===== src/rtl/mem_arb_pkg.sv =====
// Shared definitions for the memory bus arbiter: access size codes, FSM state
// encodings, the IO address window tag and the requesting-port select type.
package mem_arb_pkg;

  // data_size[1:0] encodings
  localparam logic [1:0] SizeByte = 2'b00;
  localparam logic [1:0] SizeHalf = 2'b01;
  localparam logic [1:0] SizeWord = 2'b10;

  // Arbiter FSM states
  localparam logic [1:0] StIdle  = 2'd0;
  localparam logic [1:0] StRead  = 2'd1;
  localparam logic [1:0] StWrite = 2'd2;
  localparam logic [1:0] StGap   = 2'd3;

  // addr[17:16] value that selects IO space
  localparam logic [1:0] IO_ADDR_HI = 2'b11;

  typedef enum logic {
    PortInst = 1'b0,
    PortData = 1'b1
  } port_e;

  // Index of the last byte of an access (N-1).
  function automatic logic [1:0] size_last(input logic [1:0] size);
    case (size)
      SizeByte: return 2'd0;
      SizeHalf: return 2'd1;
      default:  return 2'd3;
    endcase
  endfunction

endpackage


===== src/rtl/load_extend.sv =====
// Sign/zero extension of a 1-, 2- or 4-byte little-endian value to 32 bits.
// Ports:
//   value_i  - raw value, valid bytes in the low lanes
//   size_i   - size code (byte/half/word)
//   zext_i   - 1 = zero-extend, 0 = sign-extend
//   result_o - extended 32-bit result
module load_extend
  import mem_arb_pkg::*;
(
  input  logic [31:0] value_i,
  input  logic [1:0]  size_i,
  input  logic        zext_i,
  output logic [31:0] result_o
);

  logic sx8;
  logic sx16;

  assign sx8  = value_i[7] & ~zext_i;
  assign sx16 = value_i[15] & ~zext_i;

  always_comb begin
    result_o = value_i;
    case (size_i)
      SizeByte: result_o = {{24{sx8}}, value_i[7:0]};
      SizeHalf: result_o = {{16{sx16}}, value_i[15:0]};
      default:  result_o = value_i;
    endcase
  end

endmodule


===== src/rtl/mem_arbiter.sv =====
// Byte-wide memory/IO bus arbiter between instruction fetch and load/store.
// Serialises 1/2/4-byte accesses into byte transactions, assembles and
// extends read data, stalls IO writes while the UART buffer is full and
// drops in-flight reads on a pipeline flush.
// Ports:
//   clk_in, rst_n_in, rdy_in, clear_in     - clock, async reset, global ready, flush
//   inst_valid/addr -> inst_ready/res      - fetch port (always 4 bytes)
//   data_valid/wr/size/addr/value          - load/store port
//   data_ready/res                         - load/store completion, extended load data
//   mem_din, mem_dout, mem_a, mem_wr       - byte bus (outputs registered, mem_wr gated)
//   io_buffer_full                         - UART TX buffer full
module mem_arbiter
  import mem_arb_pkg::*;
#(
  parameter int unsigned IO_GAP = 1
) (
  input  logic        clk_in,
  input  logic        rst_n_in,
  input  logic        rdy_in,
  input  logic        clear_in,
  input  logic        inst_valid,
  input  logic [31:0] inst_addr,
  output logic        inst_ready,
  output logic [31:0] inst_res,
  input  logic        data_valid,
  input  logic        data_wr,
  input  logic [2:0]  data_size,
  input  logic [31:0] data_addr,
  input  logic [31:0] data_value,
  output logic        data_ready,
  output logic [31:0] data_res,
  input  logic [7:0]  mem_din,
  output logic [7:0]  mem_dout,
  output logic [31:0] mem_a,
  output logic        mem_wr,
  input  logic        io_buffer_full
);

  localparam int unsigned GapW = (IO_GAP > 1) ? $clog2(IO_GAP) : 1;
  localparam logic [GapW-1:0] GapInit = GapW'((IO_GAP > 0) ? IO_GAP - 1 : 0);

  logic [1:0]      state_q, state_d;
  logic [1:0]      cnt_q, cnt_d;         // byte index currently on mem_a
  logic            rv_q, rv_d;           // mem_din carries a byte of this access
  logic            rd_last_q, rd_last_d; // all bytes issued, collecting the last one
  port_e           port_q, port_d;
  port_e           last_q, last_d;       // port served most recently
  logic [31:0]     addr_q, addr_d;
  logic [31:0]     val_q, val_d;
  logic [1:0]      nlast_q, nlast_d;
  logic [1:0]      size_q, size_d;
  logic            zext_q, zext_d;
  logic [GapW-1:0] gap_q, gap_d;
  logic [31:0]     asm_q, asm_d;
  logic [31:0]     mem_a_q, mem_a_d;
  logic [7:0]      mem_dout_q, mem_dout_d;
  logic            mem_wr_q, mem_wr_d;
  logic            inst_ready_q, inst_ready_d;
  logic            data_ready_q, data_ready_d;
  logic [31:0]     inst_res_q, inst_res_d;
  logic [31:0]     data_res_q, data_res_d;

  logic            grant_data;
  logic            grant_inst;
  logic            wr_io;
  logic            io_stall;
  logic [1:0]      lane;
  logic [31:0]     ext_val;

  assign wr_io    = (mem_a_q[17:16] == IO_ADDR_HI);
  assign io_stall = wr_io & io_buffer_full;

  load_extend u_load_extend (
    .value_i  (asm_d),
    .size_i   (size_q),
    .zext_i   (zext_q),
    .result_o (ext_val)
  );

  // mem_din lags mem_a by one cycle, so it belongs to the previous byte
  // except in the final collect cycle where the address no longer advances.
  always_comb begin
    asm_d = asm_q;
    lane  = rd_last_q ? cnt_q : cnt_q - 2'd1;
    if (rdy_in && (state_q == StRead) && rv_q && !clear_in) begin
      asm_d[{lane, 3'b000} +: 8] = mem_din;
    end
  end

  always_comb begin
    state_d      = state_q;
    cnt_d        = cnt_q;
    rv_d         = rv_q;
    rd_last_d    = rd_last_q;
    port_d       = port_q;
    last_d       = last_q;
    addr_d       = addr_q;
    val_d        = val_q;
    nlast_d      = nlast_q;
    size_d       = size_q;
    zext_d       = zext_q;
    gap_d        = gap_q;
    mem_a_d      = mem_a_q;
    mem_dout_d   = mem_dout_q;
    mem_wr_d     = mem_wr_q;
    inst_ready_d = inst_ready_q;
    data_ready_d = data_ready_q;
    inst_res_d   = inst_res_q;
    data_res_d   = data_res_q;
    grant_data   = 1'b0;
    grant_inst   = 1'b0;

    if (rdy_in) begin
      inst_ready_d = 1'b0;
      data_ready_d = 1'b0;
      case (state_q)
        StIdle: begin
          // A port whose ready is pulsing still holds its old request; skip it.
          if (!clear_in) begin
            grant_data = data_valid && !data_ready_q &&
                         (!inst_valid || inst_ready_q || (last_q == PortInst));
            grant_inst = inst_valid && !inst_ready_q && !grant_data;
          end
          cnt_d     = 2'd0;
          rv_d      = 1'b0;
          rd_last_d = 1'b0;
          if (grant_data) begin
            port_d  = PortData;
            last_d  = PortData;
            addr_d  = data_addr;
            val_d   = data_value;
            nlast_d = size_last(data_size[1:0]);
            size_d  = data_size[1:0];
            zext_d  = data_size[2];
            mem_a_d = data_addr;
            if (data_wr) begin
              state_d    = StWrite;
              mem_dout_d = data_value[7:0];
              mem_wr_d   = 1'b1;
            end else begin
              state_d = StRead;
            end
          end else if (grant_inst) begin
            port_d  = PortInst;
            last_d  = PortInst;
            addr_d  = inst_addr;
            nlast_d = 2'd3;
            size_d  = SizeWord;
            zext_d  = 1'b1;
            mem_a_d = inst_addr;
            state_d = StRead;
          end
        end
        StRead: begin
          if (clear_in) begin
            state_d = StIdle;
          end else if (rd_last_q) begin
            state_d = StIdle;
            if (port_q == PortData) begin
              data_ready_d = 1'b1;
              data_res_d   = ext_val;
            end else begin
              inst_ready_d = 1'b1;
              inst_res_d   = asm_d;
            end
          end else if (cnt_q == nlast_q) begin
            rd_last_d = 1'b1;
            rv_d      = 1'b1;
          end else begin
            cnt_d   = cnt_q + 2'd1;
            mem_a_d = addr_q + {30'd0, cnt_d};
            rv_d    = 1'b1;
          end
        end
        StWrite: begin
          if (!io_stall) begin
            if (cnt_q == nlast_q) begin
              mem_wr_d     = 1'b0;
              data_ready_d = 1'b1;
              if (wr_io && (IO_GAP != 0)) begin
                state_d = StGap;
                gap_d   = GapInit;
              end else begin
                state_d = StIdle;
              end
            end else begin
              cnt_d      = cnt_q + 2'd1;
              mem_a_d    = addr_q + {30'd0, cnt_d};
              mem_dout_d = val_q[{cnt_d, 3'b000} +: 8];
            end
          end
        end
        StGap: begin
          if (gap_q == '0) begin
            state_d = StIdle;
          end else begin
            gap_d = gap_q - GapW'(1);
          end
        end
      endcase
    end
  end

  always_ff @(posedge clk_in or negedge rst_n_in) begin
    if (!rst_n_in) begin
      state_q      <= StIdle;
      cnt_q        <= 2'd0;
      rv_q         <= 1'b0;
      rd_last_q    <= 1'b0;
      port_q       <= PortInst;
      last_q       <= PortInst;
      addr_q       <= '0;
      val_q        <= '0;
      nlast_q      <= 2'd0;
      size_q       <= SizeByte;
      zext_q       <= 1'b0;
      gap_q        <= '0;
      asm_q        <= '0;
      mem_a_q      <= '0;
      mem_dout_q   <= '0;
      mem_wr_q     <= 1'b0;
      inst_ready_q <= 1'b0;
      data_ready_q <= 1'b0;
      inst_res_q   <= '0;
      data_res_q   <= '0;
    end else begin
      state_q      <= state_d;
      cnt_q        <= cnt_d;
      rv_q         <= rv_d;
      rd_last_q    <= rd_last_d;
      port_q       <= port_d;
      last_q       <= last_d;
      addr_q       <= addr_d;
      val_q        <= val_d;
      nlast_q      <= nlast_d;
      size_q       <= size_d;
      zext_q       <= zext_d;
      gap_q        <= gap_d;
      asm_q        <= asm_d;
      mem_a_q      <= mem_a_d;
      mem_dout_q   <= mem_dout_d;
      mem_wr_q     <= mem_wr_d;
      inst_ready_q <= inst_ready_d;
      data_ready_q <= data_ready_d;
      inst_res_q   <= inst_res_d;
      data_res_q   <= data_res_d;
    end
  end

  assign mem_a      = mem_a_q;
  assign mem_dout   = mem_dout_q;
  assign mem_wr     = mem_wr_q & rdy_in & ~io_stall;
  assign inst_ready = inst_ready_q;
  assign inst_res   = inst_res_q;
  assign data_ready = data_ready_q;
  assign data_res   = data_res_q;

endmodule


===== config.mk =====
export PLATFORM = sky130hd
export DESIGN_NAME = mem_arbiter
export DESIGN_NICKNAME = d
export VERILOG_FILES = /design/src/rtl/mem_arb_pkg.sv /design/src/rtl/load_extend.sv /design/src/rtl/mem_arbiter.sv
export SDC_FILE = /design/constraint.sdc
export NUM_CORES = 1
export LEC_CHECK = 0
export CAP_MARGIN = 20
export CORE_AREA = 10 10 115 221
export DETAILED_ROUTE_END_ITERATION = 8
export DIE_AREA = 0 0 125 231
export PLACE_DENSITY = 0.81
export SLEW_MARGIN = 10
export SYNTH_ARGS = -nofsm -noshare
export SYNTH_HDL_FRONTEND = slang
export SYNTH_SLANG_ARGS = --single-unit

===== constraint.sdc =====
create_clock -name clk_in -period 3 [get_ports clk_in]
set_input_delay 0.9 -clock clk_in [delete_from_list [all_inputs] [get_ports clk_in]]
set_output_delay 0.9 -clock clk_in [all_outputs]
set_load 0.1 [all_outputs]

==> flow_summary_export.csv, run 1 <==
group,metric,value,unit
status,status,"finished clean",
global_route,grt_max_degree,73,
clocking,cts_root_buf,"clkbuf_16",
clocking,clock_latency,490,ps
cells_and_area,area_growth,32.3,%
worst_setup_path,r2r-end,"data_res[26]",
worst_setup_path,required,2100,ps
worst_setup_path,critPathArrivalTime,2030,ps
routing,vias,7775,
cells_and_area,nFillCells,1822,
timing,tns,0,ps
synthesis,synth_edf_count,0,
cells_and_area,seqCellArea,0.00538,mm²
placement,place_inst,1401,
cells_and_area,nets,1271,
hold_path,worstHoldPathType,"primary input to asynchronous set/reset pin",
synthesis,avgSynthCellArea,10.9,µm²
global_route,grt_pass1_vias,8315,
timing,drv_slew,0,
floorplan,placementRows,77,
cells_and_area,multi_input_area,0.00423,mm²
worst_setup_path,critPathCaptureType,"output pin",
worst_setup_path,r2r_start,"rd_last_q",
synthesis,yosys_warnings,0,
timing,rsz0062_at_grt,"false",
synthesis,synthArstFlopShare,1.00,
worst_setup_path,path_class,"primary input to output pin",
floorplan,io_pins,222,
timing,slew_headroom,0.596,
floorplan,die_x,125,µm
floorplan,dieArea,0.0289,mm²
timing,clock.fmax,341,MHz
global_route,grt_use_total,0.189,
cells_and_area,fin_cells,1437,
timing,fin_skew,6.22,ps
synthesis,synth.top_cells.by_area,"dfrtp_1, mux2_2, o21ai_0",
synthesis,synth_cells,912,
timing,whs,412,ps
power,p_leak,6.32,nW
synthesis,synth_most_common_cell,"dfrtp_1",
synthesis,synth_common_cells,"dfrtp_1, nand2_1, o21ai_0, mux2_2, nor2_1",
timing,layout_min_cycle_time,2930,ps
synthesis,synth_top_area_cell,"dfrtp_1",
routing,wl,28.1,mm
clocking,cts_tree,"built",
floorplan,die_h,231,µm
global_route,antenna_found_initial,3,
worst_setup_path,r2r_setup_slack,100,ps
synthesis,yosysSeqAreaShare,0.542,
synthesis,synthFlopType,"dfrtp_1",
clocking,cts_buffers,20,
worst_setup_path,r2r_cells,9,
power,total_power,13.6,mW
timing,worst_slew_pin_slew,606,ps
timing,finalSetupViolations,0,
synthesis,synth_top_cell_area_share,0.542,
clocking,clkTransAtPathRegs,60,ps
clocking,post_cts_buffers,0,
cells_and_area,drive_gt1_frac,0.249,
clocking,h-tree-depth,1,
cells_and_area,final_area,0.0131,mm²
routing,avgViaCountPerCell,5.41,
timing,min_period_over_period,0.978,
global_route,grt_overflow,0,
routing,drc,0,
floorplan,coreArea,0.0220,mm²
floorplan,start_util,0.452,
routing,post_drt_wl_per_cell,19.5,µm
synthesis,syn_area,0.00993,mm²
global_route,grt_first_pass_wirelength,45.0,mm
placement,hpwl,21.6,mm
worst_setup_path,worstPathMaxFanout,11,
routing,drt-initial-drc-count,435,
routing,first_pass_iters,5,
placement,post-place-ws,-44.6,ps
worst_setup_path,startpoint_type,"primary input",
placement,dpl-instance-area,0.0125,mm²
placement,port_buffers,221,
cells_and_area,final_util,0.598,
timing,setup_ws,66.5,ps
synthesis,synth_nets,1036,
clocking,clock_sinks,215,
synthesis,synth_cell_types,59,
routing,ant_nets,0,
clocking,max-clock-path-buffers,3,
timing,final-hold-violation-count,0,
power,p_per_area,1040,mW/mm²
power,ir_drop,0.704,mV
synthesis,ys_ff_latch,215,
flow_run,maxCapViolations,0,
placement,place.gp.congestion,0.881,
[how the worst max path moves through the flow]
stage,start,to,slack (ps),cells past startpoint
final,rdy_in,mem_wr,70,4
after global routing,cnt_q[1],data_res[26],0.6,9
after CTS,cnt_q[1],data_res[26],60,10
after detailed placement,rdy_in,data_res[28],-40,7
after global placement,clear_in,data_res[31],30,8
after floorplan,rdy_in,mem_wr,150,2
[kinds of logic after synthesis]
kind of cell             count (synthesis)  share of synthesized area
XOR/XNOR                                32                     0.0301
AO/OA/AOI/OAI                          209                      0.128
flip-flops                             215                      0.542
adder cells (fa/ha/maj)                  9                     0.0121
buffers and inverters                   80                     0.0348
AND/OR/NAND/NOR                        251                      0.117
multiplexers                           116                      0.136
[power breakdown]
part	switching, mW	internal [mW]
combinational	4.56	2.02
clock	1.12	1.40
sequential	0.712	3.83
[critical path, cell delays in order]
cell,delay (ps)
clkdlybuf4s50_1,520
buf_4,180
and3_1,240
buf_12,190
[sequential cells by signal (all words and copies together), names as in the netlist]
name	count
addr_q	32
asm_q	32
cnt_q	2
data_ready	1
data_res	32
inst_ready	1
inst_res	32
last_q	1
mem_a	32
mem_dout	8
mem_wr_q	1
nlast_q	2
rd_last_q	1
rv_q	1
size_q	2
state_q	2
val_q	32
zext_q	1
[layer usage]
| metal | part of all wire | up-vias | GRT usage |
|---|---|---|---|
| li1 | - | 3674 | - |
| met1 | 0.35 | 3802 | 0.191 |
| met2 | 0.56 | 239 | 0.364 |
| met3 | 0.060 | 56 | 0.0413 |
| met4 | 0.032 | 4 | 0.0712 |
| met5 | 0.00086 | - | 0 |
[layout make-up]
class,count,share of cell area
Tap cell,276,0.0263
Antenna cell,1,0.000191
Inverter,26,0.00753
Timing Repair Buffer,267,0.185
Clock inverter,13,0.00829
Sequential cell,215,0.410
Multi-Input combinational cell,617,0.322
Clock buffer,22,0.0411
[cell usage in the layout (no fill, tap or decap), types with 9 or more instances in the layout]
cell / instances
a21oi_1: 30
a221o_1: 9
and3_1: 14
buf_12: 11
buf_4: 142
clkbuf_16: 21
clkdlybuf4s50_1: 113
dfrtp_1: 214
inv_1: 24
mux2_2: 72
mux2i_1: 36
nand2_1: 129
nand3_1: 16
nand4_1: 11
nor2_1: 41
o21ai_0: 115
o22a_1: 9
xor2_1: 28
[timing repair]
action / CTS / global route
hold buffers: 0 / 0
resized for setup: 0 / 4
setup endpoints to repair: 0 / 13
No activity file was read; power rests on OpenSTA's default activity.
==> run 2, diff against run 1 <==
--- a/config.mk
+++ b/config.mk
@@ -10,6 +10,7 @@
 export DETAILED_ROUTE_END_ITERATION = 8
 export DIE_AREA = 0 0 125 231
 export PLACE_DENSITY = 0.81
+export RECOVER_POWER = 50
 export SLEW_MARGIN = 10
 export SYNTH_ARGS = -nofsm -noshare
 export SYNTH_HDL_FRONTEND = slang
==> flow_summary_export.csv, run 2 (synthesis results as in run 1) <==
group,metric,value,unit
status,status,"complete, but fails checks",
status,failed_checks,"capacitance limit, slew limit",
cells_and_area,drive_gt1_frac,0.208,
placement,place_inst,1401,
cells_and_area,nFillCells,1871,
routing,drc,0,
cells_and_area,final_area,0.0129,mm²
worst_setup_path,r2r_cells,9,
power,p_per_area,1050,mW/mm²
cells_and_area,area_growth,30.1,%
power,p_leak,6.10,nW
hold_path,min_path_cells,2,
worst_setup_path,r2r_setup_slack,100,ps
placement,port_buffers,221,
cells_and_area,layout_common_cells,"dfrtp_1, nand2_1, o21ai_0",
cells_and_area,seqCellArea,0.00538,mm²
timing,final-hold-violation-count,0,
global_route,grt_use_total,0.189,
routing,first_pass_iters,6,
timing,tns,0,ps
global_route,grt_first_pass_wirelength,45.0,mm
placement,place.gp.congestion,0.881,
worst_setup_path,r2r-end,"data_res[26]",
worst_setup_path,crit_chain,"clkdlybuf4s50_1, buf_4, and3_1, buf_12",
clocking,max-clock-path-buffers,3,
worst_setup_path,r2r_start,"rd_last_q",
routing,post_drt_wl_per_cell,19.5,µm
cells_and_area,final_util,0.588,
worst_setup_path,cp.depth,4,
floorplan,die_x,125,µm
clocking,cts_tree,"built",
floorplan,io_pins,222,
placement,hpwl,21.6,mm
floorplan,dieArea,0.0289,mm²
timing,worst_slew_pin_slew,1790,ps
floorplan,coreArea,0.0220,mm²
clocking,cts_resized,0,
timing,clock.fmax,341,MHz
global_route,grt_overflow,0,
routing,drt-initial-drc-count,434,
timing,whs,477,ps
hold_path,hold_end,"data_res[5]",
timing,min_period_over_period,0.977,
clocking,post_cts_buffers,0,
timing,rsz0062_at_grt,"false",
clocking,clkTransAtPathRegs,70,ps
timing,fin_skew,6.82,ps
timing,finalSetupViolations,0,
clocking,h-tree-depth,1,
cells_and_area,layout_commonest_cell,"dfrtp_1",
worst_setup_path,worstPathMaxFanout,11,
worst_setup_path,crit_family,"buffers and inverters",
cells_and_area,nets,1271,
cells_and_area,fin_cells,1437,
floorplan,start_util,0.452,
worst_setup_path,path_class,"primary input to output pin",
routing,vias,7804,
worst_setup_path,critPathCaptureType,"output pin",
worst_setup_path,critPathBufInv,3,
clocking,holdBufCountCts,0,
hold_path,worstHoldPathType,"flop to flop",
timing,slew_headroom,-0.195,
floorplan,placementRows,77,
worst_setup_path,slowest_stage,"clkdlybuf4s50_1",
routing,avgViaCountPerCell,5.43,
global_route,antenna_found_initial,3,
flow_run,maxCapViolations,1,
routing,ant_nets,0,
cells_and_area,multi_input_area,0.00423,mm²
global_route,grt_pass1_vias,8315,
hold_path,hp-start,"data_res[5]",
worst_setup_path,critPathArrivalTime,2030,ps
placement,dpl-instance-area,0.0125,mm²
clocking,clock_sinks,215,
timing,drv_slew,72,
clocking,clock_latency,490,ps
timing,layout_min_cycle_time,2930,ps
floorplan,die_h,231,µm
power,ir_drop,0.699,mV
clocking,cts_buffers,20,
worst_setup_path,cp-startpoint,"rdy_in",
clocking,cts_root_buf,"clkbuf_16",
worst_setup_path,required,2100,ps
routing,wl,28.1,mm
global_route,grt_max_degree,73,
worst_setup_path,cpPeakStageDelay,520,ps
worst_setup_path,startpoint_type,"primary input",
## run 2: cell count changes in the layout (fill, tap and decap cells not counted), moves of 2 or more
cell	change
buf_4	-49
clkbuf_2	+3
buf_12	-2
clkbuf_1	+48
## run 2: cell type report
class / instances / area share
clock buffer: 22 / 0.0418
sequential: 215 / 0.417
multi-input combinational: 617 / 0.327
antenna: 1 / 0.000194
inverter: 26 / 0.00765
tap: 276 / 0.0267
clock inverter: 13 / 0.00843
timing repair buffer: 267 / 0.171
## run 2: worst min-delay path: cells and delay by family (launching register included)
family / cells / cell delay (ps)
compound gates: 1 / 60
flops: 1 / 340
simple gates: 1 / 50
## run 2: per-layer routing
metal  global-route usage  part of all wire
met1                0.191              0.35
met3               0.0413             0.060
met2                0.364              0.56
met4               0.0712             0.032
met5                    0           0.00085
## run 2: stage by stage
stage	total power, mW	worst slack (ps)
floorplan	9.28	148
global placement	11.1	26.6
detailed placement	11.2	-44.6
CTS	13.8	63.1
global route	14.3	0.566
finish	13.5	68.6
## run 2: power by group
group	internal, mW	leakage [nW]	switching, mW
logic	1.91	3.01	4.56
registers	3.83	2.77	0.706
clock network	1.40	0.317	1.12
## run 2: worst max-delay path by stage
| stage | end | slack [ps] |
|---|---|---|
| after CTS | data_res[26] | 60 |
| final | mem_wr | 70 |
| after global routing | data_res[26] | 0.6 |
| after floorplan | mem_wr | 150 |
| after detailed placement | data_res[28] | -40 |
| after global placement | data_res[31] | 30 |
==> run 3, diff against run 2 <==
--- a/config.mk
+++ b/config.mk
@@ -9,6 +9,7 @@
 export CORE_AREA = 10 10 115 221
 export DETAILED_ROUTE_END_ITERATION = 8
 export DIE_AREA = 0 0 125 231
+export GPL_ROUTABILITY_DRIVEN = 0
 export PLACE_DENSITY = 0.81
 export RECOVER_POWER = 50
 export SLEW_MARGIN = 10
==> results of run 3 <==
Final layout, timing and power as in run 2 (identical DEF).
